`src/rtl/depkt_pkg.sv`:
```
// Shared constants for the depacketizer: FSM encodings, sync header table and type bytes.
package depkt_pkg;

    localparam logic [2:0] ST_HUNT   = 3'd0;
    localparam logic [2:0] ST_HEADER = 3'd1;
    localparam logic [2:0] ST_TYPE   = 3'd2;
    localparam logic [2:0] ST_DATA   = 3'd3;
    localparam logic [2:0] ST_CTRL   = 3'd4;
    localparam logic [2:0] ST_DROP   = 3'd5;

    localparam int unsigned SYNC_LEN = 12;

    localparam logic [7:0] TYPE_DATA = 8'hFF;
    localparam logic [7:0] TYPE_CTRL = 8'h00;

    // Longest control payload accepted before the packet is dropped.
    localparam logic [6:0] CTRL_MAX = 7'h7F;

    function automatic logic [7:0] sync_byte(input logic [3:0] idx);
        case (idx)
            4'd0:    sync_byte = 8'h0A;
            4'd1:    sync_byte = 8'h01;
            4'd2:    sync_byte = 8'h02;
            4'd3:    sync_byte = 8'h03;
            4'd4:    sync_byte = 8'h04;
            4'd5:    sync_byte = 8'h05;
            4'd6:    sync_byte = 8'h0A;
            4'd7:    sync_byte = 8'h01;
            4'd8:    sync_byte = 8'h02;
            4'd9:    sync_byte = 8'h03;
            4'd10:   sync_byte = 8'h04;
            4'd11:   sync_byte = 8'hCC;
            default: sync_byte = 8'h00;
        endcase
    endfunction

endpackage

```
`src/rtl/depkt_sync_match.sv`:
```
// Sync header tracker: walks the 12-byte header table and flags completion or mismatch.
module depkt_sync_match
    import depkt_pkg::*;
(
    input  logic       clk,
    input  logic       rst_n,
    input  logic       start,
    input  logic       check,
    input  logic [8:0] in_data,
    output logic       match_done,
    output logic       mismatch,
    output logic       restart
);

    logic [3:0] idx_q, idx_d;
    logic       match;

    assign match      = (in_data == {1'b1, sync_byte(idx_q)});
    assign match_done = check && match && (idx_q == 4'(SYNC_LEN - 1));
    assign mismatch   = check && !match;
    // A stray 0A mid-header may itself be the start of a fresh header.
    assign restart    = mismatch && (in_data == {1'b1, sync_byte(4'd0)});

    always_comb begin
        idx_d = idx_q;
        if (start) begin
            idx_d = 4'd1;
        end else if (check) begin
            if (match_done)   idx_d = 4'd0;
            else if (match)   idx_d = idx_q + 4'd1;
            else if (restart) idx_d = 4'd1;
            else              idx_d = 4'd0;
        end
    end

    always_ff @(posedge clk or negedge rst_n) begin
        if (!rst_n) idx_q <= 4'd0;
        else        idx_q <= idx_d;
    end

endmodule

```
`src/rtl/depacketizer.sv`:
```
// Framed byte stream decoder: recovers pixel lines and control packets.
// Optional control length check enabled by DEPKT_CTRL_LEN_CHECK_EN (adds ctrl_len_err).
module depacketizer
    import depkt_pkg::*;
#(
    parameter int unsigned LINE_W   = 11,
    parameter int unsigned CTRL_LEN = 110,
    parameter int unsigned ERR_W    = 8
) (
    input  logic              clk,
    input  logic              rst_n,
    input  logic [8:0]        in_data,
    input  logic              in_valid,
    output logic [7:0]        pix_data,
    output logic              pix_valid,
    output logic              line_start,
    output logic              line_end,
    output logic [LINE_W-1:0] line_len,
    output logic              frame_start,
    output logic [7:0]        ctrl_data,
    output logic              ctrl_valid,
    output logic              ctrl_done,
    output logic [ERR_W-1:0]  sync_err_cnt,
    output logic [ERR_W-1:0]  ovf_err_cnt,
    output logic              busy
`ifdef DEPKT_CTRL_LEN_CHECK_EN
    ,
    output logic              ctrl_len_err
`endif
);

    localparam logic [LINE_W-1:0] PIX_MAX = '1;

    logic [2:0]        state_q, state_d;
    logic [LINE_W-1:0] pix_cnt_q, pix_cnt_d;
    logic [6:0]        ctrl_cnt_q, ctrl_cnt_d;
    logic [7:0]        pix_data_d, ctrl_data_d;
    logic [LINE_W-1:0] line_len_d;
    logic              pix_valid_d, line_start_d, line_end_d;
    logic              frame_start_d, ctrl_valid_d, ctrl_done_d;
    logic              sync_inc, ovf_inc;
    logic [ERR_W-1:0]  sync_err_d, ovf_err_d;
    logic              hunt_hit, hdr_check;
    logic              match_done, mismatch, restart;
`ifdef DEPKT_CTRL_LEN_CHECK_EN
    logic              len_err_d;
`endif

    assign hunt_hit  = in_valid && (state_q == ST_HUNT) &&
                       (in_data == {1'b1, sync_byte(4'd0)});
    assign hdr_check = in_valid && (state_q == ST_HEADER);

    depkt_sync_match u_sync_match (
        .clk        (clk),
        .rst_n      (rst_n),
        .start      (hunt_hit),
        .check      (hdr_check),
        .in_data    (in_data),
        .match_done (match_done),
        .mismatch   (mismatch),
        .restart    (restart)
    );

    always_comb begin
        state_d       = state_q;
        pix_cnt_d     = pix_cnt_q;
        ctrl_cnt_d    = ctrl_cnt_q;
        pix_data_d    = pix_data;
        ctrl_data_d   = ctrl_data;
        line_len_d    = line_len;
        pix_valid_d   = 1'b0;
        line_start_d  = 1'b0;
        line_end_d    = 1'b0;
        frame_start_d = 1'b0;
        ctrl_valid_d  = 1'b0;
        ctrl_done_d   = 1'b0;
        sync_inc      = 1'b0;
        ovf_inc       = 1'b0;
`ifdef DEPKT_CTRL_LEN_CHECK_EN
        len_err_d     = 1'b0;
`endif
        if (in_valid) begin
            case (state_q)
                ST_HUNT: begin
                    if (hunt_hit) state_d = ST_HEADER;
                end
                ST_HEADER: begin
                    if (match_done) begin
                        state_d = ST_TYPE;
                    end else if (mismatch) begin
                        sync_inc = 1'b1;
                        if (!restart) state_d = ST_HUNT;
                    end
                end
                ST_TYPE: begin
                    if (in_data == {1'b1, TYPE_DATA}) begin
                        state_d   = ST_DATA;
                        pix_cnt_d = '0;
                    end else if (in_data == {1'b1, TYPE_CTRL}) begin
                        state_d       = ST_CTRL;
                        frame_start_d = 1'b1;
                        ctrl_cnt_d    = '0;
                    end else begin
                        state_d  = ST_HUNT;
                        sync_inc = 1'b1;
                    end
                end
                ST_DATA: begin
                    if (!in_data[8]) begin
                        line_end_d = 1'b1;
                        line_len_d = pix_cnt_q;
                        state_d    = ST_HUNT;
                    end else if (pix_cnt_q == PIX_MAX) begin
                        ovf_inc = 1'b1;
                        state_d = ST_DROP;
                    end else begin
                        pix_valid_d  = 1'b1;
                        pix_data_d   = in_data[7:0];
                        line_start_d = (pix_cnt_q == '0);
                        pix_cnt_d    = pix_cnt_q + 1'b1;
                    end
                end
                ST_CTRL: begin
                    if (!in_data[8]) begin
                        ctrl_done_d = 1'b1;
                        state_d     = ST_HUNT;
`ifdef DEPKT_CTRL_LEN_CHECK_EN
                        if (32'(ctrl_cnt_q) != CTRL_LEN) begin
                            len_err_d = 1'b1;
                            ovf_inc   = 1'b1;
                        end
`endif
                    end else if (ctrl_cnt_q == CTRL_MAX) begin
                        ovf_inc = 1'b1;
                        state_d = ST_DROP;
                    end else begin
                        ctrl_valid_d = 1'b1;
                        ctrl_data_d  = in_data[7:0];
                        ctrl_cnt_d   = ctrl_cnt_q + 7'd1;
                    end
                end
                ST_DROP: begin
                    if (!in_data[8]) state_d = ST_HUNT;
                end
                default: state_d = ST_HUNT;
            endcase
        end
    end

    // Error counters stick at all-ones.
    always_comb begin
        sync_err_d = sync_err_cnt;
        ovf_err_d  = ovf_err_cnt;
        if (sync_inc && (sync_err_cnt != '1)) sync_err_d = sync_err_cnt + ERR_W'(1);
        if (ovf_inc && (ovf_err_cnt != '1))   ovf_err_d  = ovf_err_cnt + ERR_W'(1);
    end

    always_ff @(posedge clk or negedge rst_n) begin
        if (!rst_n) begin
            state_q      <= ST_HUNT;
            pix_cnt_q    <= '0;
            ctrl_cnt_q   <= '0;
            pix_data     <= '0;
            pix_valid    <= 1'b0;
            line_start   <= 1'b0;
            line_end     <= 1'b0;
            line_len     <= '0;
            frame_start  <= 1'b0;
            ctrl_data    <= '0;
            ctrl_valid   <= 1'b0;
            ctrl_done    <= 1'b0;
            sync_err_cnt <= '0;
            ovf_err_cnt  <= '0;
            busy         <= 1'b0;
`ifdef DEPKT_CTRL_LEN_CHECK_EN
            ctrl_len_err <= 1'b0;
`endif
        end else begin
            state_q      <= state_d;
            pix_cnt_q    <= pix_cnt_d;
            ctrl_cnt_q   <= ctrl_cnt_d;
            pix_data     <= pix_data_d;
            pix_valid    <= pix_valid_d;
            line_start   <= line_start_d;
            line_end     <= line_end_d;
            line_len     <= line_len_d;
            frame_start  <= frame_start_d;
            ctrl_data    <= ctrl_data_d;
            ctrl_valid   <= ctrl_valid_d;
            ctrl_done    <= ctrl_done_d;
            sync_err_cnt <= sync_err_d;
            ovf_err_cnt  <= ovf_err_d;
            busy         <= (state_d != ST_HUNT);
`ifdef DEPKT_CTRL_LEN_CHECK_EN
            ctrl_len_err <= len_err_d;
`endif
        end
    end

endmodule

```
`config.mk`:
```
export PLATFORM = sky130hd
export DESIGN_NAME = depacketizer
export DESIGN_NICKNAME = d
export VERILOG_FILES = /design/src/rtl/depkt_pkg.sv /design/src/rtl/depkt_sync_match.sv /design/src/rtl/depacketizer.sv
export SDC_FILE = /design/constraint.sdc
export NUM_CORES = 1
export LEC_CHECK = 0
export BUFFER_PORTS_ARGS = -buffer_cell sky130_fd_sc_hd__buf_2
export CELL_PAD_IN_SITES_DETAIL_PLACEMENT = 1
export CELL_PAD_IN_SITES_GLOBAL_PLACEMENT = 1
export CORE_MARGIN = 2
export CORE_UTILIZATION = 44
export DETAILED_ROUTE_END_ITERATION = 7
export HOLD_SLACK_MARGIN = 0.15
export PLACE_DENSITY = 0.85
export SYNTH_ARGS = -nofsm -noshare
export SYNTH_HDL_FRONTEND = slang
export SYNTH_HIERARCHICAL = 1
export SYNTH_SLANG_ARGS = --single-unit
```
`constraint.sdc`:
```
create_clock -name clk -period 4 [get_ports clk]
set_clock_uncertainty 0.05 [all_clocks]
set_input_delay 0.4 -clock clk [delete_from_list [all_inputs] [get_ports clk]]
set_output_delay 0.4 -clock clk [all_outputs]
set_load 0.01 [all_outputs]
```
==> impl_metrics.py <==
metrics = {
    "die": {
        "initial_core_util_pct": 44.86,
        "die_area_sq_um": 10070,
        "io_pins": 62,
        "core_area_sq_um": 9109,
        "rows": 35,
        "die_w_um": 100.4,
        "die_h_um": 100.4,
    },
    "clocking": {
        "cts_resized": 0,
        "cts_tree": "done",
        "root_buffer": "clkbuf_8",
        "post_cts.repair.setup_buffers": 0,
        "clk_pin_slew_ps": 80,
        "insertion_delay_ps": 370,
        "clock_sinks": 75,
        "cts-hold-fix-buffers": 0,
        "clockBufferDepth": 2,
        "numCtsBuffers": 9,
        "cts.htree.levels": 3,
    },
    "routing": {
        "vias_per_cell": 5.883,
        "drt-pass1-iter-count": 4,
        "wl_um": 10830,
        "vias": 3383,
        "postRouteAntennaNets": 0,
        "routedWlPerCell_um": 18.83,
        "route.detailed.drc": 0,
        "drt_iter0_markers": 148,
    },
    "layout": {
        "syn_to_final_growth_pct": 14.70,
        "fillCellCount": 1057,
        "final_cells": 575,
        "drive_gt1_share_pct": 25.22,
        "antenna_cells": 0,
        "nNetsFinal": 483,
        "utilization_pct": 51.46,
    },
    "timing": {
        "period_share_pct": 85.09,
        "tns_ps": 0,
        "setup_viol": 0,
        "rsz0062_at_grt": "no",
        "worstMarginPinSlew_ps": 955.9,
        "finalWorstPathRequiredPeriod_ps": 3404,
        "hold_violations": 0,
        "max_freq_ghz": 0.2938,
        "slew_headroom_pct": 36.27,
        "slew_viol_final": 0,
    },
    "place": {
        "port_buffers": 61,
        "post-place-cells": 560,
        "place_hpwl_um": 7774,
        "place.gp.congestion": 0.9071,
    },
    "logic_synthesis": {
        "syn_inst": 399,
        "synth-xor-area-share_pct": 4.072,
        "synthMuxAreaShare_pct": 6.277,
        "ys_types": 65,
        "ys.warnings.count": 6,
        "synth-edff-count": 0,
        "yosysSeqAreaShare_pct": 45.93,
        "synth_adder_area_share_pct": 3.368,
        "synthFlopType": "dfrtp_1",
        "synth-simple-area-share_pct": 25.11,
        "synth_nets": 422,
        "synth_top_family_by_area": "simple AND/OR/NAND/NOR gates",
        "postSynthAreaPerCell_sq_um": 10.24,
        "synth_compound_area_share_pct": 11.76,
        "synthesis.area_sq_um": 4086,
        "ys_ff_latch": 75,
        "ys_async_sr_fraction_pct": 100.0,
    },
    "grt": {
        "grt_pass1_vias": 3451,
        "antenna_found_initial": 0,
        "track_usage_pct": 22.83,
        "grt_max_degree": 76,
        "grt_pass1_wl_um": 18200,
        "grt_overflow": 0,
    },
    "pwr": {
        "p_per_area_nw_per_um2": 328.0,
        "ir_drop_mv": 0.1705,
        "p_leak_uw": 0.002319,
    },
    "setup_path": {
        "path_cells": "ha_1, ha_1, and4_1, o21ai_0, a211o_1, or3_4, and2_1, nand3b_1, or3_4, a311oi_4, nand2_2, mux2_2",
        "cp.arrival_ps": 3600,
        "path_max_fanout": 8,
        "critPathCaptureType": "register",
        "crit_type": "reg2reg",
        "worstPathRequired_ps": 4200,
        "startpoint_type": "register",
        "cpPeakStageDelay_ps": 490,
        "cp_slowest_cell": "dfrtp_1",
    },
    "status": {
        "outcome": "finished, final reports clean",
    },
    "job": {
        "maxCapViolations": 0,
    },
    "hold_path": {
        "min-delay-path-class": "in2async",
    },
}
placed cells by master, fill, tap and decap left out, types with 7 or more instances in the layout:
cell type and count:
xnor2_1 10, nand2_1 48, dfrtp_1 75, and3_1 12
xor2_1 9, nor2_1 17, inv_1 16, nand3_1 17
nor3_1 7, buf_2 60, clkbuf_8 9, o21ai_0 14
nor4_1 7, or4_1 8, mux2_2 20, a21oi_1 17
ha_1 11
worst max-delay path, delay by kind of cell, from the launching register on:
kind                     cells  cell delay, ps
flip-flops                   1             490
AO/OA/AOI/OAI                3             850
AND/OR/NAND/NOR              6            1080
adder cells (fa/ha/maj)      2             540
multiplexers                 1             290
path summary, 6_finish.rpt:
| kind | start | endpoint | slack, ps | depth (start not counted) |
|---|---|---|---|---|
| worst max-delay path | u_sync_match/idx_q[0] | sync_err_cnt[1] | 600 | 12 |
| worst min-delay path | rst_n | u_sync_match/idx_q[0] | 140 | 1 |
| worst max register to register | u_sync_match/idx_q[0] | sync_err_cnt[1] | 600 | 12 |
| worst min register to register | ctrl_data[5] | ctrl_data[5] | 420 | 2 |
| max in group asynchronous | rst_n | pix_cnt_q[7] | 3160 | 1 |
| min in group clk | in_data[5] | ctrl_data[5] | 260 | 3 |
cells by family (layout without fill, tap and decap cells):
logic type | count (synthesis) | in the layout
adders and majority gates | 11 | 11
AOI/OAI and AO/OA | 67 | 67
DFF | 75 | 75
muxes | 23 | 23
buffers and inverters | 30 | 95
and+or+nand+nor | 174 | 174
xor gates and xnor gates | 19 | 19
area by class of cell:
class | count | area, sq um | area share, %
inverters | 16 | 60.06 | 1.281
clock buffers | 9 | 123.9 | 2.643
flip-flops and latches | 75 | 1877 | 40.04
multi-input cells | 294 | 2067 | 44.10
well taps | 111 | 138.9 | 2.963
clock inverters | 6 | 90.09 | 1.922
repair buffers | 64 | 330.3 | 7.048
sequential cells by signal (all words and copies together), names as in the netlist, 3 cells and up:
register            cells
pix_cnt_q              11
state_q                 3
ovf_err_cnt             8
line_len               11
ctrl_cnt_q              7
u_sync_match/idx_q      4
pix_data                8
ctrl_data               8
sync_err_cnt            8
cells in the mapped netlist, types with 3 or more instances:
library cell,n,area share [%]
nand2b_1,6,0.92
buf_2,6,0.73
and4_1,5,1.1
inv_1,16,1.5
nor2_1,17,1.6
a211o_1,3,0.64
a31oi_1,4,0.61
o21ai_0,14,1.7
xor2_1,9,1.9
nor3_1,7,0.86
nand3b_1,3,0.55
dfrtp_1,75,46
nand3_1,17,2.1
nor4_2,4,1.2
ha_1,11,3.4
clkbuf_1,4,0.37
mux2_2,20,5.5
nor4_1,7,1.1
and3_1,12,1.8
nor2b_1,6,0.92
a211oi_1,3,0.55
and2_1,6,0.92
nand2_1,48,4.4
nand4_1,6,0.92
o31ai_1,6,1.1
a21oi_1,17,2.1
or4_1,8,1.5
xnor2_1,10,2.1
report_power, final:
group	internal (uW)	switching [uW]
combinational	32.8	69.0
sequential	769	16.1
clock	350	301
routing by layer:
layer | global-route usage [%] | up-vias | share of wire, %
li1 | - | 1580 | -
met1 | 31.52 | 1730 | 46
met2 | 36.45 | 57 | 49
met3 | 4.248 | 16 | 2.9
met4 | 7.376 | 0 | 1.7
met5 | 0 | - | 0
per-stage QoR:
| step | area, sq um | total power (uW) | hold slack [ps] | worst slack, ps |
|---|---|---|---|---|
| 6_report | 4687 | 1538 | 139.0 | 596.4 |
| 5_1_grt | 4687 | 1596 | 206.1 | 444.8 |
| 4_1_cts | 4687 | 1549 | 171.6 | 604.8 |
| 3_5_place_dp | 4473 | 902.7 | 408.0 | 643.8 |
| 3_3_place_gp | 4473 | 896.5 | 403.2 | 912.1 |
| 2_1_floorplan | 4086 | 847.6 | 54.41 | 1049 |
Power figures use the tool's default switching activity.
